`config.mk`:
```
export PLATFORM = sky130hd
export DESIGN_NAME = vga_seg_display_flat
export DESIGN_NICKNAME = d
export VERILOG_FILES = /design/src/rtl/vga_seg_display_if.sv /design/src/rtl/vga_seg_display.sv /design/src/flat_wrapper.sv
export SDC_FILE = /design/constraint.sdc
export NUM_CORES = 1
export LEC_CHECK = 0
export BUFFER_PORTS_ARGS = -buffer_cell sky130_fd_sc_hd__buf_2
export CAP_MARGIN = 40
export CORE_AREA = 2 2 169 171
export CTS_BUF_LIST = sky130_fd_sc_hd__clkbuf_16
export CTS_CLUSTER_SIZE = 40
export DETAILED_ROUTE_END_ITERATION = 8
export DIE_AREA = 0 0 171 173
export SLEW_MARGIN = 5
export SYNTH_ARGS = -nofsm -noshare
export SYNTH_HDL_FRONTEND = slang
export SYNTH_SLANG_ARGS = --single-unit
export TNS_END_PERCENT = 20
```
`constraint.sdc`:
```
create_clock -name iVGA_CLK -period 6.7 [get_ports iVGA_CLK]
set_clock_uncertainty 0.05 [all_clocks]
set_input_delay 0.67 -clock iVGA_CLK [delete_from_list [all_inputs] [get_ports iVGA_CLK]]
set_output_delay 0.67 -clock iVGA_CLK [all_outputs]
set_load 0.01 [all_outputs]
```
`src/rtl/vga_seg_display_if.sv`:
```
`default_nettype none
// ============================================================================
//  Module      : vga_seg_display_if
//  Description : VGA raster output bundle for the 7-segment readout. The
//                display core drives it through the master modport; a DAC
//                or monitor model observes it through the slave modport.
//  Signals     : oHS      - horizontal sync, active-low
//                oVS      - vertical sync, active-low
//                oBLANK_n - high during active video
//                oVGA_R/G/B - 4-bit colour channels
//  Revision    : 1.0 - initial release
// ============================================================================
interface vga_seg_display_if;
    logic       oHS;
    logic       oVS;
    logic       oBLANK_n;
    logic [3:0] oVGA_R;
    logic [3:0] oVGA_G;
    logic [3:0] oVGA_B;

    modport master (
        output oHS,
        output oVS,
        output oBLANK_n,
        output oVGA_R,
        output oVGA_G,
        output oVGA_B
    );

    modport slave (
        input oHS,
        input oVS,
        input oBLANK_n,
        input oVGA_R,
        input oVGA_G,
        input oVGA_B
    );
endinterface
`default_nettype wire

```
`src/rtl/vga_seg_display.sv`:
```
`default_nettype none
// ============================================================================
//  Module      : vga_seg_display
//  Description : 640x480@60 VGA readout that shows an unsigned binary value
//                as NUM_DIGITS decimal 7-segment digits. Owns the raster
//                timing, converts the value once per frame with a
//                sequential double-dabble engine during vertical blanking,
//                and drives a 2-stage pixel pipeline (sync/blank aligned
//                with colour).
//  Ports       : iVGA_CLK - pixel clock (25.175 MHz nominal)
//                iRST_n   - asynchronous active-low reset
//                iValue   - value to show, sampled at (h=0, v=480)
//                oFrame   - one-cycle pulse when iValue is captured
//                oBusy    - high while the BCD conversion runs
//                vga      - raster outputs (HS, VS, BLANK_n, R, G, B)
//  Options     : VGA_SEG_LZB_EN - when defined, leading zeros are blanked
//                (the last digit is always shown, overflow dashes are never
//                blanked). Undefined: every digit is always shown.
//  Revision    : 1.0 - initial release
// ============================================================================
module vga_seg_display #(
    parameter int          NUM_DIGITS  = 3,
    parameter int          VAL_W       = 32,
    parameter int          X0          = 70,
    parameter int          Y0          = 150,
    parameter int          DIGIT_PITCH = 160,
    parameter int          SEG_T       = 20,
    parameter int          SEG_L       = 60,
    parameter logic [11:0] FG_RGB      = 12'hFFF,
    parameter logic [11:0] BG_RGB      = 12'h070
) (
    input  logic              iVGA_CLK,
    input  logic              iRST_n,
    input  logic [VAL_W-1:0]  iValue,
    output logic              oFrame,
    output logic              oBusy,
    vga_seg_display_if.master vga
);

    // ------------------------------------------------------------------------
    // Constants
    // ------------------------------------------------------------------------
    localparam int c_BCD_W = 4 * NUM_DIGITS;
    localparam int c_CNT_W = (VAL_W > 1) ? $clog2(VAL_W) : 1;
    localparam logic [c_CNT_W-1:0] c_CNT_LAST = c_CNT_W'(VAL_W - 1);

    localparam int c_T = SEG_T;
    localparam int c_L = SEG_L;

    function automatic logic [63:0] pow10(input int n);
        logic [63:0] r;
        r = 64'd1;
        for (int i = 0; i < n; i++) begin
            r = r * 64'd10;
        end
        return r;
    endfunction

    // Values at or above this limit cannot be shown and render as dashes.
    // For a narrow VAL_W the limit exceeds every representable value.
    localparam logic [63:0] c_POW10 = pow10(NUM_DIGITS);

    // Half-open interval test; negative coordinates miss because every
    // lower bound is non-negative.
    function automatic logic in_rng(input int x, input int lo, input int hi);
        return (x >= lo) && (x < hi);
    endfunction

    // Segment order {a,b,c,d,e,f,g}, active-high. Codes above 9 stay dark.
    function automatic logic [6:0] seg7(input logic [3:0] n);
        logic [6:0] s;
        case (n)
            4'd0:    s = 7'b1111110;
            4'd1:    s = 7'b0110000;
            4'd2:    s = 7'b1101101;
            4'd3:    s = 7'b1111001;
            4'd4:    s = 7'b0110011;
            4'd5:    s = 7'b1011011;
            4'd6:    s = 7'b1011111;
            4'd7:    s = 7'b1110000;
            4'd8:    s = 7'b1111111;
            4'd9:    s = 7'b1111011;
            default: s = 7'b0000000;
        endcase
        return s;
    endfunction

    typedef enum logic [1:0] {
        S_IDLE  = 2'd0,
        S_SHIFT = 2'd1,
        S_LOAD  = 2'd2
    } conv_state_t;

    // ------------------------------------------------------------------------
    // Registers
    // ------------------------------------------------------------------------
    // raster counters
    logic [9:0]             h_q, h_d;
    logic [9:0]             v_q, v_d;
    // pipeline stage 1
    logic [9:0]             h1_q, h1_d;
    logic [9:0]             v1_q, v1_d;
    logic                   hs1_q, hs1_d;
    logic                   vs1_q, vs1_d;
    logic                   act1_q, act1_d;
    // pipeline stage 2 (output registers)
    logic                   hs2_q, hs2_d;
    logic                   vs2_q, vs2_d;
    logic                   act2_q, act2_d;
    logic [11:0]            rgb_q, rgb_d;
    // converter
    conv_state_t            state_q, state_d;
    logic [c_CNT_W-1:0]     cnt_q, cnt_d;
    logic [VAL_W-1:0]       bin_q, bin_d;
    logic [c_BCD_W-1:0]     bcd_q, bcd_d;
    logic                   ovf_cap_q, ovf_cap_d;
    logic                   frame_q, frame_d;
    // display registers, written only in S_LOAD
    logic [c_BCD_W-1:0]     digit_q, digit_d;
    logic [NUM_DIGITS-1:0]  blank_q, blank_d;
    logic                   ovf_q, ovf_d;

    // ------------------------------------------------------------------------
    // Raster timing
    // ------------------------------------------------------------------------
    always_comb begin
        h_d = h_q;
        v_d = v_q;
        if (h_q == 10'd799) begin
            h_d = 10'd0;
            v_d = (v_q == 10'd524) ? 10'd0 : v_q + 10'd1;
        end else begin
            h_d = h_q + 10'd1;
        end
    end

    always_comb begin
        h1_d   = h_q;
        v1_d   = v_q;
        hs1_d  = !((h_q >= 10'd656) && (h_q < 10'd752));
        vs1_d  = !((v_q >= 10'd490) && (v_q < 10'd492));
        act1_d = (h_q < 10'd640) && (v_q < 10'd480);
    end

    // ------------------------------------------------------------------------
    // Capture and double-dabble converter
    // ------------------------------------------------------------------------
    logic                   w_capture;
    logic [63:0]            w_val64;
    logic                   w_ovf_in;
    logic [c_BCD_W-1:0]     w_bcd_adj;
    logic [NUM_DIGITS-1:0]  w_zero;
    logic [NUM_DIGITS-1:0]  w_lzb;

    assign w_capture = (h_q == 10'd0) && (v_q == 10'd480);
    assign w_val64   = 64'(iValue);
    assign w_ovf_in  = (w_val64 >= c_POW10);

    // Add-3 correction on every nibble that would exceed 9 after the shift.
    // Nibble 0 is the least significant decimal digit.
    for (genvar i = 0; i < NUM_DIGITS; i++) begin : g_adj
        assign w_bcd_adj[4*i +: 4] = (bcd_q[4*i +: 4] >= 4'd5) ?
                                     bcd_q[4*i +: 4] + 4'd3 : bcd_q[4*i +: 4];
        // w_zero is indexed by display position (0 = leftmost).
        assign w_zero[i] = (bcd_q[4*(NUM_DIGITS-1-i) +: 4] == 4'd0);
    end

`ifdef VGA_SEG_LZB_EN
    // A digit is blank when it and every digit to its left are zero; the
    // rightmost digit always shows and dashes are never blanked.
    for (genvar i = 0; i < NUM_DIGITS; i++) begin : g_lzb
        if (i < NUM_DIGITS - 1) begin : g_lead
            assign w_lzb[i] = (&w_zero[i:0]) & ~ovf_cap_q;
        end else begin : g_last
            assign w_lzb[i] = 1'b0;
        end
    end
`else
    assign w_lzb = '0;
`endif

    always_comb begin
        state_d   = state_q;
        cnt_d     = cnt_q;
        bin_d     = bin_q;
        bcd_d     = bcd_q;
        ovf_cap_d = ovf_cap_q;
        frame_d   = 1'b0;
        digit_d   = digit_q;
        blank_d   = blank_q;
        ovf_d     = ovf_q;
        case (state_q)
            S_IDLE: begin
                if (w_capture) begin
                    bin_d     = iValue;
                    bcd_d     = '0;
                    cnt_d     = '0;
                    ovf_cap_d = w_ovf_in;
                    frame_d   = 1'b1;
                    state_d   = S_SHIFT;
                end
            end
            S_SHIFT: begin
                bcd_d = {w_bcd_adj[c_BCD_W-2:0], bin_q[VAL_W-1]};
                bin_d = bin_q << 1;
                cnt_d = cnt_q + 1'b1;
                if (cnt_q == c_CNT_LAST) begin
                    state_d = S_LOAD;
                end
            end
            S_LOAD: begin
                // Single update point for everything the pixel path reads,
                // which lands in vertical blanking, so a frame never tears.
                digit_d = bcd_q;
                ovf_d   = ovf_cap_q;
                blank_d = w_lzb;
                state_d = S_IDLE;
            end
            default: begin
                state_d = S_IDLE;
            end
        endcase
    end

    // ------------------------------------------------------------------------
    // Segment hit test (operates on stage-1 coordinates)
    // ------------------------------------------------------------------------
    int                    w_ly;
    logic [NUM_DIGITS-1:0] w_hit;

    assign w_ly = int'(v1_q) - Y0;

    for (genvar d = 0; d < NUM_DIGITS; d++) begin : g_digit
        localparam int c_ORG = X0 + d * DIGIT_PITCH;
        int         w_lx;
        logic [6:0] w_seg_on;
        logic [6:0] w_seg_in;

        assign w_lx = int'(h1_q) - c_ORG;

        assign w_seg_on = ovf_q      ? 7'b0000001 :
                          blank_q[d] ? 7'b0000000 :
                          seg7(digit_q[4*(NUM_DIGITS-1-d) +: 4]);

        assign w_seg_in[6] = in_rng(w_lx, c_T, c_T + c_L) &&
                             in_rng(w_ly, 0, c_T);
        assign w_seg_in[5] = in_rng(w_lx, c_T + c_L, 2*c_T + c_L) &&
                             in_rng(w_ly, 0, c_L + 2*c_T);
        assign w_seg_in[4] = in_rng(w_lx, c_T + c_L, 2*c_T + c_L) &&
                             in_rng(w_ly, c_L + c_T, 2*c_L + 3*c_T);
        assign w_seg_in[3] = in_rng(w_lx, c_T, c_T + c_L) &&
                             in_rng(w_ly, 2*c_L + 2*c_T, 2*c_L + 3*c_T);
        assign w_seg_in[2] = in_rng(w_lx, 0, c_T) &&
                             in_rng(w_ly, c_L + c_T, 2*c_L + 3*c_T);
        assign w_seg_in[1] = in_rng(w_lx, 0, c_T) &&
                             in_rng(w_ly, 0, c_L + 2*c_T);
        assign w_seg_in[0] = in_rng(w_lx, c_T, c_T + c_L) &&
                             in_rng(w_ly, c_T + c_L, 2*c_T + c_L);

        assign w_hit[d] = |(w_seg_in & w_seg_on);
    end

    always_comb begin
        hs2_d  = hs1_q;
        vs2_d  = vs1_q;
        act2_d = act1_q;
        rgb_d  = 12'h000;
        if (act1_q) begin
            rgb_d = (|w_hit) ? FG_RGB : BG_RGB;
        end
    end

    // ------------------------------------------------------------------------
    // State registers
    // ------------------------------------------------------------------------
    always_ff @(posedge iVGA_CLK or negedge iRST_n) begin
        if (!iRST_n) begin
            h_q       <= '0;
            v_q       <= '0;
            h1_q      <= '0;
            v1_q      <= '0;
            hs1_q     <= 1'b1;
            vs1_q     <= 1'b1;
            act1_q    <= 1'b0;
            hs2_q     <= 1'b1;
            vs2_q     <= 1'b1;
            act2_q    <= 1'b0;
            rgb_q     <= '0;
            state_q   <= S_IDLE;
            cnt_q     <= '0;
            bin_q     <= '0;
            bcd_q     <= '0;
            ovf_cap_q <= 1'b0;
            frame_q   <= 1'b0;
            digit_q   <= '0;
            blank_q   <= '0;
            ovf_q     <= 1'b0;
        end else begin
            h_q       <= h_d;
            v_q       <= v_d;
            h1_q      <= h1_d;
            v1_q      <= v1_d;
            hs1_q     <= hs1_d;
            vs1_q     <= vs1_d;
            act1_q    <= act1_d;
            hs2_q     <= hs2_d;
            vs2_q     <= vs2_d;
            act2_q    <= act2_d;
            rgb_q     <= rgb_d;
            state_q   <= state_d;
            cnt_q     <= cnt_d;
            bin_q     <= bin_d;
            bcd_q     <= bcd_d;
            ovf_cap_q <= ovf_cap_d;
            frame_q   <= frame_d;
            digit_q   <= digit_d;
            blank_q   <= blank_d;
            ovf_q     <= ovf_d;
        end
    end

    // ------------------------------------------------------------------------
    // Outputs
    // ------------------------------------------------------------------------
    assign vga.oHS      = hs2_q;
    assign vga.oVS      = vs2_q;
    assign vga.oBLANK_n = act2_q;
    assign vga.oVGA_R   = rgb_q[11:8];
    assign vga.oVGA_G   = rgb_q[7:4];
    assign vga.oVGA_B   = rgb_q[3:0];
    assign oFrame       = frame_q;
    assign oBusy        = (state_q != S_IDLE);

endmodule
`default_nettype wire

```
`src/flat_wrapper.sv`:
```
// flat-port wrapper written by rule: the top's interface ports become plain ports
module vga_seg_display_flat 
#(
    parameter int          NUM_DIGITS  = 3,
    parameter int          VAL_W       = 32,
    parameter int          X0          = 70,
    parameter int          Y0          = 150,
    parameter int          DIGIT_PITCH = 160,
    parameter int          SEG_T       = 20,
    parameter int          SEG_L       = 60,
    parameter logic [11:0] FG_RGB      = 12'hFFF,
    parameter logic [11:0] BG_RGB      = 12'h070
)
  (iVGA_CLK, iRST_n, iValue, oFrame, oBusy, vga_oHS, vga_oVS, vga_oBLANK_n, vga_oVGA_R, vga_oVGA_G, vga_oVGA_B);
  vga_seg_display_if vga_i ();
  input  logic iVGA_CLK;
  input  logic iRST_n;
  input  logic [VAL_W-1:0] iValue;
  output logic oFrame;
  output logic oBusy;
  output wire logic [$bits(vga_i.oHS)-1:0] vga_oHS;
  output wire logic [$bits(vga_i.oVS)-1:0] vga_oVS;
  output wire logic [$bits(vga_i.oBLANK_n)-1:0] vga_oBLANK_n;
  output wire logic [$bits(vga_i.oVGA_R)-1:0] vga_oVGA_R;
  output wire logic [$bits(vga_i.oVGA_G)-1:0] vga_oVGA_G;
  output wire logic [$bits(vga_i.oVGA_B)-1:0] vga_oVGA_B;
  assign vga_oHS = vga_i.oHS;
  assign vga_oVS = vga_i.oVS;
  assign vga_oBLANK_n = vga_i.oBLANK_n;
  assign vga_oVGA_R = vga_i.oVGA_R;
  assign vga_oVGA_G = vga_i.oVGA_G;
  assign vga_oVGA_B = vga_i.oVGA_B;
  vga_seg_display #(.NUM_DIGITS(NUM_DIGITS), .VAL_W(VAL_W), .X0(X0), .Y0(Y0), .DIGIT_PITCH(DIGIT_PITCH), .SEG_T(SEG_T), .SEG_L(SEG_L), .FG_RGB(FG_RGB), .BG_RGB(BG_RGB)) u_core (.iVGA_CLK(iVGA_CLK), .iRST_n(iRST_n), .iValue(iValue), .oFrame(oFrame), .oBusy(oBusy), .vga(vga_i));
endmodule
```
[Yosys cells after proc, flatten, opt, wreduce, memory -nomap -nowiden]
Memory sizes are Yosys's and may differ from the RTL's.
Index checks and enable logic that the tools add are counted.
Word-level totals
  bits in registers: 124
  latch bits: 0
  RAM bits: 0
  memory bits (read-only): 336
  input bits: 34
  logic and storage cells: 147
  memories: 3
Memory list
  (no name shown): words 16, bits a word 7, read ports 1, clocked after Yosys merged registers in 0, write ports 0, RTL line vga_seg_display.sv:72  | case (n)
  (no name shown): words 16, bits a word 7, read ports 1, clocked after Yosys merged registers in 0, write ports 0, RTL line vga_seg_display.sv:72
  (no name shown): words 16, bits a word 7, read ports 1, clocked after Yosys merged registers in 0, write ports 0, RTL line vga_seg_display.sv:72
Operators by class
  $add $sub $neg: 10
  multipliers: 0
  divide/modulo/power cells: 0
  magnitude comparators: 34
  equality and inequality tests: 8
  shift-type cells: 0
  mux-type cells: 21
  bitwise logic cells: 3
  reductions and logical operators: 49
Operators with widths (number)
  < comparator 32 x 8 -> 1 bit, second input constant: 7
  >= comparator 32 x 1 -> 1 bit, second input constant: 4
  >= comparator 32 x 8 -> 1 bit, second input constant: 4
  < comparator 32 x 6 -> 1 bit, second input constant: 4
  >= comparator 32 x 6 -> 1 bit, second input constant: 3
  case mux 32 bit (2 select lines): 1
  logical AND 1 bit: 39
  two-way mux 12 bit: 3
  >= comparator 32 x 10 -> 1 bit, second input constant: 1
  >= comparator 32 x 9 -> 1 bit, second input constant: 1
  < comparator 32 x 9 -> 1 bit, second input constant: 1
  two-way mux 32 bit: 1
  case mux 12 bit (2 select lines): 1
  subtractor 10 x 8 -> 11 bit, second input constant: 2
  bitwise AND 7 bit: 3
  two-way mux 7 bit: 3
  OR reduction 21 bit: 1
  adder 10 x 1 -> 10 bit, second input constant: 2
  equality test 10 bit, second input constant: 2
  < comparator 10 bit, second input constant: 2
  < comparator 10 x 9 -> 1 bit, second input constant: 2
  two-way mux 10 bit: 2
  >= comparator 4 x 3 -> 1 bit, second input constant: 3
  subtractor 10 x 7 -> 11 bit, second input constant: 1
  23 further kinds: 32

[Logic depth before layout (Yosys ltp)]
Gate-level depths: netlist of the first run.
  word-level depth: 8
  gate-level depth with buffers: 11
  gate-level depth less buffers: 9

[Worst setup path after synthesis of the first run]
OpenSTA, ideal clock, no wires.
  path kind: flip-flop to flip-flop
  start point: register u_core.h1_q[1]
  end point: register u_core.rgb_q[10]
  library setup time: 129 ps
  arrival: 2301 ps
  required time: 6521 ps
  setup slack: 4220 ps
  stages on the path, launching flop included: 10
  period minus slack after synthesis: 2480 ps
  cell sequence: dfrtp_1 ha_1 and2b_1 o31ai_2 a22oi_1 and4bb_1 o211ai_1 a311o_1 nand4_1 o41a_1
Between the ends
  word-level cells in the longest chain between the ends: 8
  elaborated cells between the ends (all ways): 57
RTL lines
  from (decl): RTL line vga_seg_display.sv:101  | logic [9:0] h1_q, h1_d;
  from (signal assigned): RTL line vga_seg_display.sv:280  | h1_q <= '0;
  from (signal assigned): RTL line vga_seg_display.sv:301  | h1_q <= h1_d;
  subtractor 10 x 9 -> 11 bit (tied with other cells): RTL line vga_seg_display.sv:239  | assign w_lx = int'(h1_q) - c_ORG;
  >= comparator 32 x 6 -> 1 bit (tied with other cells): RTL line vga_seg_display.sv:66  | return (x >= lo) && (x < hi);
  logical AND 1 bit: RTL line vga_seg_display.sv:66
  logical AND 1 bit (tied with other cells): RTL line vga_seg_display.sv:257  | assign w_seg_in[0] = in_rng(w_lx, c_T, c_T + c_L) &&
  bitwise AND 7 bit: RTL line vga_seg_display.sv:260  | assign w_hit[d] = |(w_seg_in & w_seg_on);
  OR reduction 21 bit (*): RTL line vga_seg_display.sv:269  | rgb_d = (|w_hit) ? FG_RGB : BG_RGB;
  two-way mux 12 bit (*): RTL line vga_seg_display.sv:269
  two-way mux 12 bit (*): RTL line vga_seg_display.sv:268  | if (act1_q) begin
  to (signal assigned): RTL line vga_seg_display.sv:309  | rgb_q <= rgb_d;
  to (decl): RTL line vga_seg_display.sv:110  | logic [11:0] rgb_q, rgb_d;
Every way passes the cells marked *; elsewhere a longest branch is shown, timed or not.
A chain may end at the register's enable or synchronous reset.

[Final worst setup path of the first run]
  start point: register u_core.h1_q[2]
  end point: register u_core.rgb_q[10]
Same word-level chain as after synthesis.

==> results of run 1 <==
## stage by stage
stage | hold slack (ns) | setup WS, ns | power [µW] | cells | area, µm²
6_report | 0.309 | 3.55 | 1280 | 1121 | 7440
3_5_place_dp | 0.299 | 3.58 | 711 | 1105 | 7110
4_1_cts | 0.310 | 3.56 | 1300 | 1121 | 7440
5_1_grt | 0.311 | 3.26 | 1330 | 1121 | 7440
3_3_place_gp | 0.297 | 3.63 | 711 | 1104 | 7100
2_1_floorplan | 0.295 | 4.22 | 684 | 724 | 6580
## power by group
part | leakage [µW] | internal [µW] | switching, µW
Clock | 0.000162 | 333 | 249
Sequential | 0.00133 | 669 | 0
Combinational | 0.00134 | 8.30 | 19.1
Total | 0.00283 | 1010 | 268
## final timing paths
kind                       slack [ns]  cells after the start                      endpoint                      from
max                              3.55                      9    u_core.rgb_q[10]$_DFF_PN0_  u_core.h1_q[2]$_DFF_PN0_
min                              0.31                      0      u_core.vga.oVS$_DFF_PN1_    u_core.vs1_q$_DFF_PN1_
max reg2reg                      3.55                      9    u_core.rgb_q[10]$_DFF_PN0_  u_core.h1_q[2]$_DFF_PN0_
min reg2reg                      0.31                      0      u_core.vga.oVS$_DFF_PN1_    u_core.vs1_q$_DFF_PN1_
max in group asynchronous        5.08                      2   u_core.bcd_q[2]$_DFFE_PN0P_                    iRST_n
min in group asynchronous        0.34                      1  u_core.bin_q[21]$_DFFE_PN0P_                    iRST_n
## cells in the final DEF (no fill, tap or decap), drive strengths merged, types with 3 or more instances in the layout
| cell | Yosys | routed |
|---|---|---|
| a32o | 4 | 4 |
| a32oi | 3 | 3 |
| dfstp | 4 | 4 |
| ha | 27 | 27 |
| nor2 | 44 | 44 |
| dfrtp | 107 | 107 |
| nand2 | 82 | 82 |
| a311o | 3 | 3 |
| nand4 | 14 | 14 |
| and3 | 6 | 6 |
| nor3b | 3 | 3 |
| a21o | 3 | 3 |
| mux2 | 4 | 4 |
| nor3 | 15 | 15 |
| mux2i | 34 | 34 |
| inv | 30 | 33 |
| a21oi | 31 | 31 |
| a31oi | 3 | 3 |
| nor4 | 12 | 12 |
| o22ai | 12 | 12 |
| a211oi | 6 | 6 |
| nand2b | 7 | 7 |
| o311ai | 3 | 3 |
| nand3 | 18 | 18 |
| and2 | 6 | 6 |
| nor2b | 17 | 17 |
| o211ai | 10 | 10 |
| xnor2 | 12 | 12 |
| nand3b | 3 | 3 |
| nor4b | 3 | 3 |
| xor2 | 9 | 9 |
| o21ai | 82 | 82 |
| a21boi | 3 | 3 |
| clkbuf | 27 | 9 |
| buf | 26 | 56 |
| or3 | 9 | 9 |
| o31ai | 9 | 9 |
## layer usage
layer	part of all wire, %	global-route usage, %
met1	48	14.0
met2	44	15.1
met3	4.9	1.90
met4	2.9	4.13
met5	0	0
## kinds of logic (layout without fill, tap and decap cells)
kind of cell | Yosys count | count (layout) | share of synthesized area (%)
compound gates | 192 | 192 | 18.7
buf+inv | 83 | 102 | 5.72
simple gates | 252 | 252 | 19.5
xor+xnor | 21 | 21 | 2.79
fa+ha+maj | 27 | 27 | 5.13
mux | 38 | 38 | 5.86
flops | 111 | 111 | 42.3
## state kept, by name, summed over array words and instances, names as in the netlist, 2 cells and up
name,flops
u_core.bin_q,32
u_core.bcd_q,12
u_core.digit_q,12
u_core.h1_d,10
u_core.v1_d,10
u_core.h1_q,9
u_core.v1_q,9
u_core.cnt_q,5
u_core.rgb_q,2
u_core.state_q,2
## critical path, stage by stage, from the launching register on
cell and delay, ns:
dfrtp_1 0.58, ha_1 0.59, a21boi_1 0.36, a32oi_1 0.16
a22oi_1 0.26, and4bb_1 0.27, o211ai_1 0.09, a311o_1 0.18
nand4_1 0.09, o41a_1 0.40
## area by class of cell
cell class | count | share of cell area (%)
sequential | 111 | 37.4
timing repair buffer | 56 | 4.10
clock inverter | 7 | 1.38
clock buffer | 9 | 3.03
tap | 378 | 6.36
multi-input combinational | 530 | 46.2
inverter | 30 | 1.51
==> flow_summary.json, run 1 <==
{
  "clk_pin_slew_ns": 0.07,
  "critPathMaxFanout": 18,
  "routabilityCongestion": 0.879,
  "syn_area_um2": 6580,
  "hold_class": "register to register",
  "seqCellArea_um2": 2780,
  "yosysSeqAreaShare_pct": 42.3,
  "worst_slew_pin_slew_ns": 0.778,
  "outcome": "finished, final reports clean",
  "synth_edf_count": 0,
  "drv_slew": 0,
  "clock-root-buffer": "clkbuf_16",
  "die_x_um": 171,
  "power.density_nw_per_um2": 172,
  "drt_iter0_drc": 375,
  "clk_latency_ns": 0.34,
  "dieHeight_um": 173,
  "drive_gt1_share_pct": 12.4,
  "core_um2": 27600,
  "ys_warn_count": 0,
  "wl_per_cell_um": 13.0,
  "wirelength_mm": 14.5,
  "rows": 61,
  "port_buffers": 50,
  "dieArea_um2": 29600,
  "via_per_inst": 4.71,
  "finish.utilization_pct": 26.9,
  "cp.required_ns": 6.87,
  "p_leak_uw": 0.00283,
  "tns_ns": 0,
  "area_growth_pct": 13.0,
  "grt_pass1_wl_mm": 24.6,
  "rsz0062_at_grt": "false",
  "drt-pass1-iter-count": 5,
  "n_fill_cell": 2965,
  "hold_viol_final": 0,
  "cts_made_buffers": 9,
  "avgSynthCellArea_um2": 9.09,
  "max_freq_ghz": 0.318,
  "setup_viol": 0,
  "crit_arrival_ns": 3.32,
  "htree_levels": 3,
  "synth_ff_type": "dfrtp_1",
  "multiInputGateArea_um2": 3440,
  "overflow": 0,
  "layout.nets": 799,
  "ant_nets": 0,
  "ys_seq_elements": 111,
  "synthArstFlopShare_pct": 100,
  "synth_nets": 785,
  "vias": 5283,
  "synth.most_common_cell": "dfrtp_1",
  "drc": 0,
  "tritoncts": "done",
  "min_period_ns": 3.15,
  "initial_utilization_pct": 23.8,
  "antenna_found_initial": 0,
  "synth_largest_area_cell": "dfrtp_1",
  "start_kind": "register",
  "crit_type": "register to register",
  "cts_buffer_depth": 2,
  "synth_top_area_share_pct": 40.7,
  "cts_resized": 0,
  "synthCells": 724,
  "dp_hpwl_mm": 10.5,
  "cap_violations": 0,
  "synth_area_leaders": "dfrtp_1 (41%), o21ai_0 (6.0%), mux2i_1 (5.2%)",
  "irDropWorstVdd_uv": 104,
  "io_pins": 51,
  "grt_use_total_pct": 10.0,
  "grt_max_degree": 75,
  "ctsHoldBuffers": 0,
  "grt_pass1_vias": 4931,
  "post_cts_buffers": 0,
  "synth.distinct_cells": 73,
  "cts.sinks": 111,
  "slew_headroom_pct": 48.1,
  "synth_common_cells": "dfrtp_1 (107), nand2_1 (82), o21ai_0 (79), nor2_1 (44), mux2i_1 (34)",
  "worstSetupEndpointType": "register",
  "n_antenna_cell": 0,
  "fin_crit_sh_pct": 46.9
}
(Power assumes the default switching activity.)
==> run 2: changes to the inputs <==
Settings changed: ABC_AREA from default to 1.
Clock period 6.7 ns to 2.75 ns, I/O delays scaled along.
==> flow_summary.json, run 2 <==
{
  "synth_ff_type": "dfrtp_1",
  "multiInputGateArea_um2": 3090,
  "setup_viol": 0,
  "vias": 5510,
  "clk_pin_slew_ns": 0.08,
  "crit_arrival_ns": 2.45,
  "synth.distinct_cells": 48,
  "htree_levels": 3,
  "grt_use_total_pct": 9.68,
  "irDropWorstVdd_uv": 264,
  "layout.nets": 962,
  "ys_seq_elements": 111,
  "drt-pass1-iter-count": 5,
  "synthArstFlopShare_pct": 100,
  "wl_per_cell_um": 10.8,
  "min-delay-start": "iValue[0]",
  "cp.required_ns": 2.95,
  "synth_top_area_share_pct": 40.5,
  "fin_ws_ns": 0.499,
  "dp_hpwl_mm": 10.4,
  "core_um2": 27600,
  "ys_warn_count": 0,
  "drv_slew": 0,
  "rsz0062_at_grt": "false",
  "layout_common_cells": "nand2_1 (176), inv_1 (142), dfrtp_1 (107)",
  "clock-root-buffer": "clkbuf_16",
  "hold_class": "primary input to register",
  "final_common_cell": "nand2_1",
  "cap_violations": 0,
  "min_to": "u_core.bin_q[0]$_DFFE_PN0P_",
  "post_cts_buffers": 0,
  "r2r_end": "u_core.bin_q[1]$_DFFE_PN0P_",
  "min_period_ns": 2.25,
  "start_kind": "register",
  "n_antenna_cell": 0,
  "initial_utilization_pct": 23.9,
  "p_leak_uw": 0.00360,
  "die_x_um": 171,
  "synth_edf_count": 0,
  "routabilityCongestion": 0.847,
  "crit-reg2reg-launch": "u_core.v1_d[0]$_DFFE_PN0N_",
  "synth_largest_area_cell": "dfrtp_1",
  "whs_path_depth": 3,
  "worstSetupEndpointType": "register",
  "yosysSeqAreaShare_pct": 42.1,
  "largest-register": "u_core.bin_q",
  "seqCellArea_um2": 2780,
  "grt_pass1_wl_mm": 24.0,
  "rows": 61,
  "layout.cells.non_filler": 1284,
  "max_freq_ghz": 0.444,
  "drc": 0,
  "placed_cell_area_um2": 7220,
  "dieArea_um2": 29600,
  "critPathMaxFanout": 35,
  "r2r_slack_ns": 0.50,
  "synth_common_cells": "nand2_1 (177), inv_1 (142), dfrtp_1 (107), o21ai_0 (79), nor2_1 (71)",
  "place_ws_ns": 0.470,
  "synthCells": 862,
  "antenna_found_initial": 1,
  "synth.most_common_cell": "nand2_1",
  "via_per_inst": 4.29,
  "outcome": "finished, final reports clean",
  "cts.sinks": 111,
  "port_buffers": 50,
  "io_pins": 51,
  "power.density_nw_per_um2": 394,
  "synth_nets": 923,
  "whs_ns": 0.0817,
  "drt_iter0_drc": 288,
  "fin_area_um2": 7510,
  "tns_ns": 0,
  "grt_max_degree": 77,
  "hold_viol_final": 0,
  "r2r_cells": 9,
  "grt_pass1_vias": 5157,
  "dieHeight_um": 173,
  "tritoncts": "done",
  "ant_nets": 0,
  "overflow": 0,
  "largest_reg_flops": 32,
  "synth_area_leaders": "dfrtp_1 (41%), nand2_1 (10%), inv_1 (8.1%)",
  "slew_headroom_pct": 52.4,
  "drive_gt1_share_pct": 12.8,
  "crit_type": "register to register",
  "cts_made_buffers": 9,
  "worst_slew_pin_slew_ns": 0.714,
  "place_inst": 1267,
  "n_fill_cell": 3025,
  "cts_buffer_depth": 2,
  "reg_top3": "u_core.bin_q (32), u_core.bcd_q (12), u_core.digit_q (12)",
  "clk_latency_ns": 0.35,
  "avgSynthCellArea_um2": 7.66,
  "wirelength_mm": 13.8,
  "fin_crit_sh_pct": 81.8,
  "syn_area_um2": 6600,
  "area_growth_pct": 13.7
}
-- run 2: cell types whose count changed in the layout (fill, tap and decap cells not counted), moves of 14 or more --
| cell | before | now |
|---|---|---|
| inv_1 | 30 | 142 |
| nand2_1 | 82 | 176 |
| nand3_1 | 18 | 63 |
| mux2i_1 | 34 | 0 |
| nor2_1 | 43 | 70 |
| o211ai_1 | 10 | 33 |
| nor2b_1 | 16 | 0 |
| nand2_2 | 0 | 14 |
-- run 2: metal layers --
layer / global-route usage [%] / wire length (µm) / share of wire [%]
met5: 0 / 0 / 0
met4: 3.04 / 173 / 1.3
met3: 1.44 / 384 / 2.8
met2: 16.0 / 6520 / 47
met1: 12.9 / 6770 / 49
-- run 2: worst max path at each step --
stage	cells past startpoint	endpoint	startpoint	slack, ns
floorplan	12	u_core.v1_d[9]$_DFFE_PN0N_	u_core.h1_d[0]$_DFF_PN0_	0.82
global placement	9	u_core.bin_q[2]$_DFFE_PN0P_	u_core.v1_d[0]$_DFFE_PN0N_	0.54
detailed placement	9	u_core.bin_q[1]$_DFFE_PN0P_	u_core.v1_d[0]$_DFFE_PN0N_	0.47
CTS	9	u_core.bin_q[1]$_DFFE_PN0P_	u_core.v1_d[0]$_DFFE_PN0N_	0.46
global route	9	u_core.bin_q[2]$_DFFE_PN0P_	u_core.v1_d[5]$_DFFE_PN0N_	0.22
finish	9	u_core.bin_q[1]$_DFFE_PN0P_	u_core.v1_d[0]$_DFFE_PN0N_	0.50
-- run 2: area by class of cell --
type,count,share of cell area [%]
multi-input cells,572,41.2
inverters,148,7.40
repair buffers,59,4.30
well taps,378,6.30
clock inverters,7,0.733
flip-flops and latches,111,37.1
clock buffers,9,3.00
-- run 2: worst max-delay path: stages (launching register included) --
cell,delay [ns]
dfrtp_1,0.41
inv_1,0.11
ha_1,0.15
inv_1,0.05
nor4_1,0.26
nand3_1,0.28
nand2_2,0.15
buf_4,0.32
inv_2,0.11
a221oi_1,0.26
-- run 2: where the power goes --
group	switching, µW	internal, µW	total, µW
sequential	0.346	1630	1630
combinational	49.0	24.2	73.2
clock	628	625	1250
-- run 2: cells by family after synthesis --
group	synth area share (%)
simple gates	26.1
fa+ha+maj	5.12
xor+xnor	1.33
buf+inv	11.2
flops	42.1
compound gates	14.1
-- run 2: what timing repair did --
| action | in CTS | in global routing |
|---|---|---|
| gates resized for setup | 0 | 0 |
| hold endpoints to repair | 41 | 0 |
| hold buffers | 1 | 0 |
-- run 2: stage by stage --
stage	util, %	total power, µW
6_report	27.2	2960
5_1_grt	27.2	3080
4_1_cts	27.2	3010
3_5_place_dp	26.1	1740
3_3_place_gp	26.1	1740
2_1_floorplan	-	1670
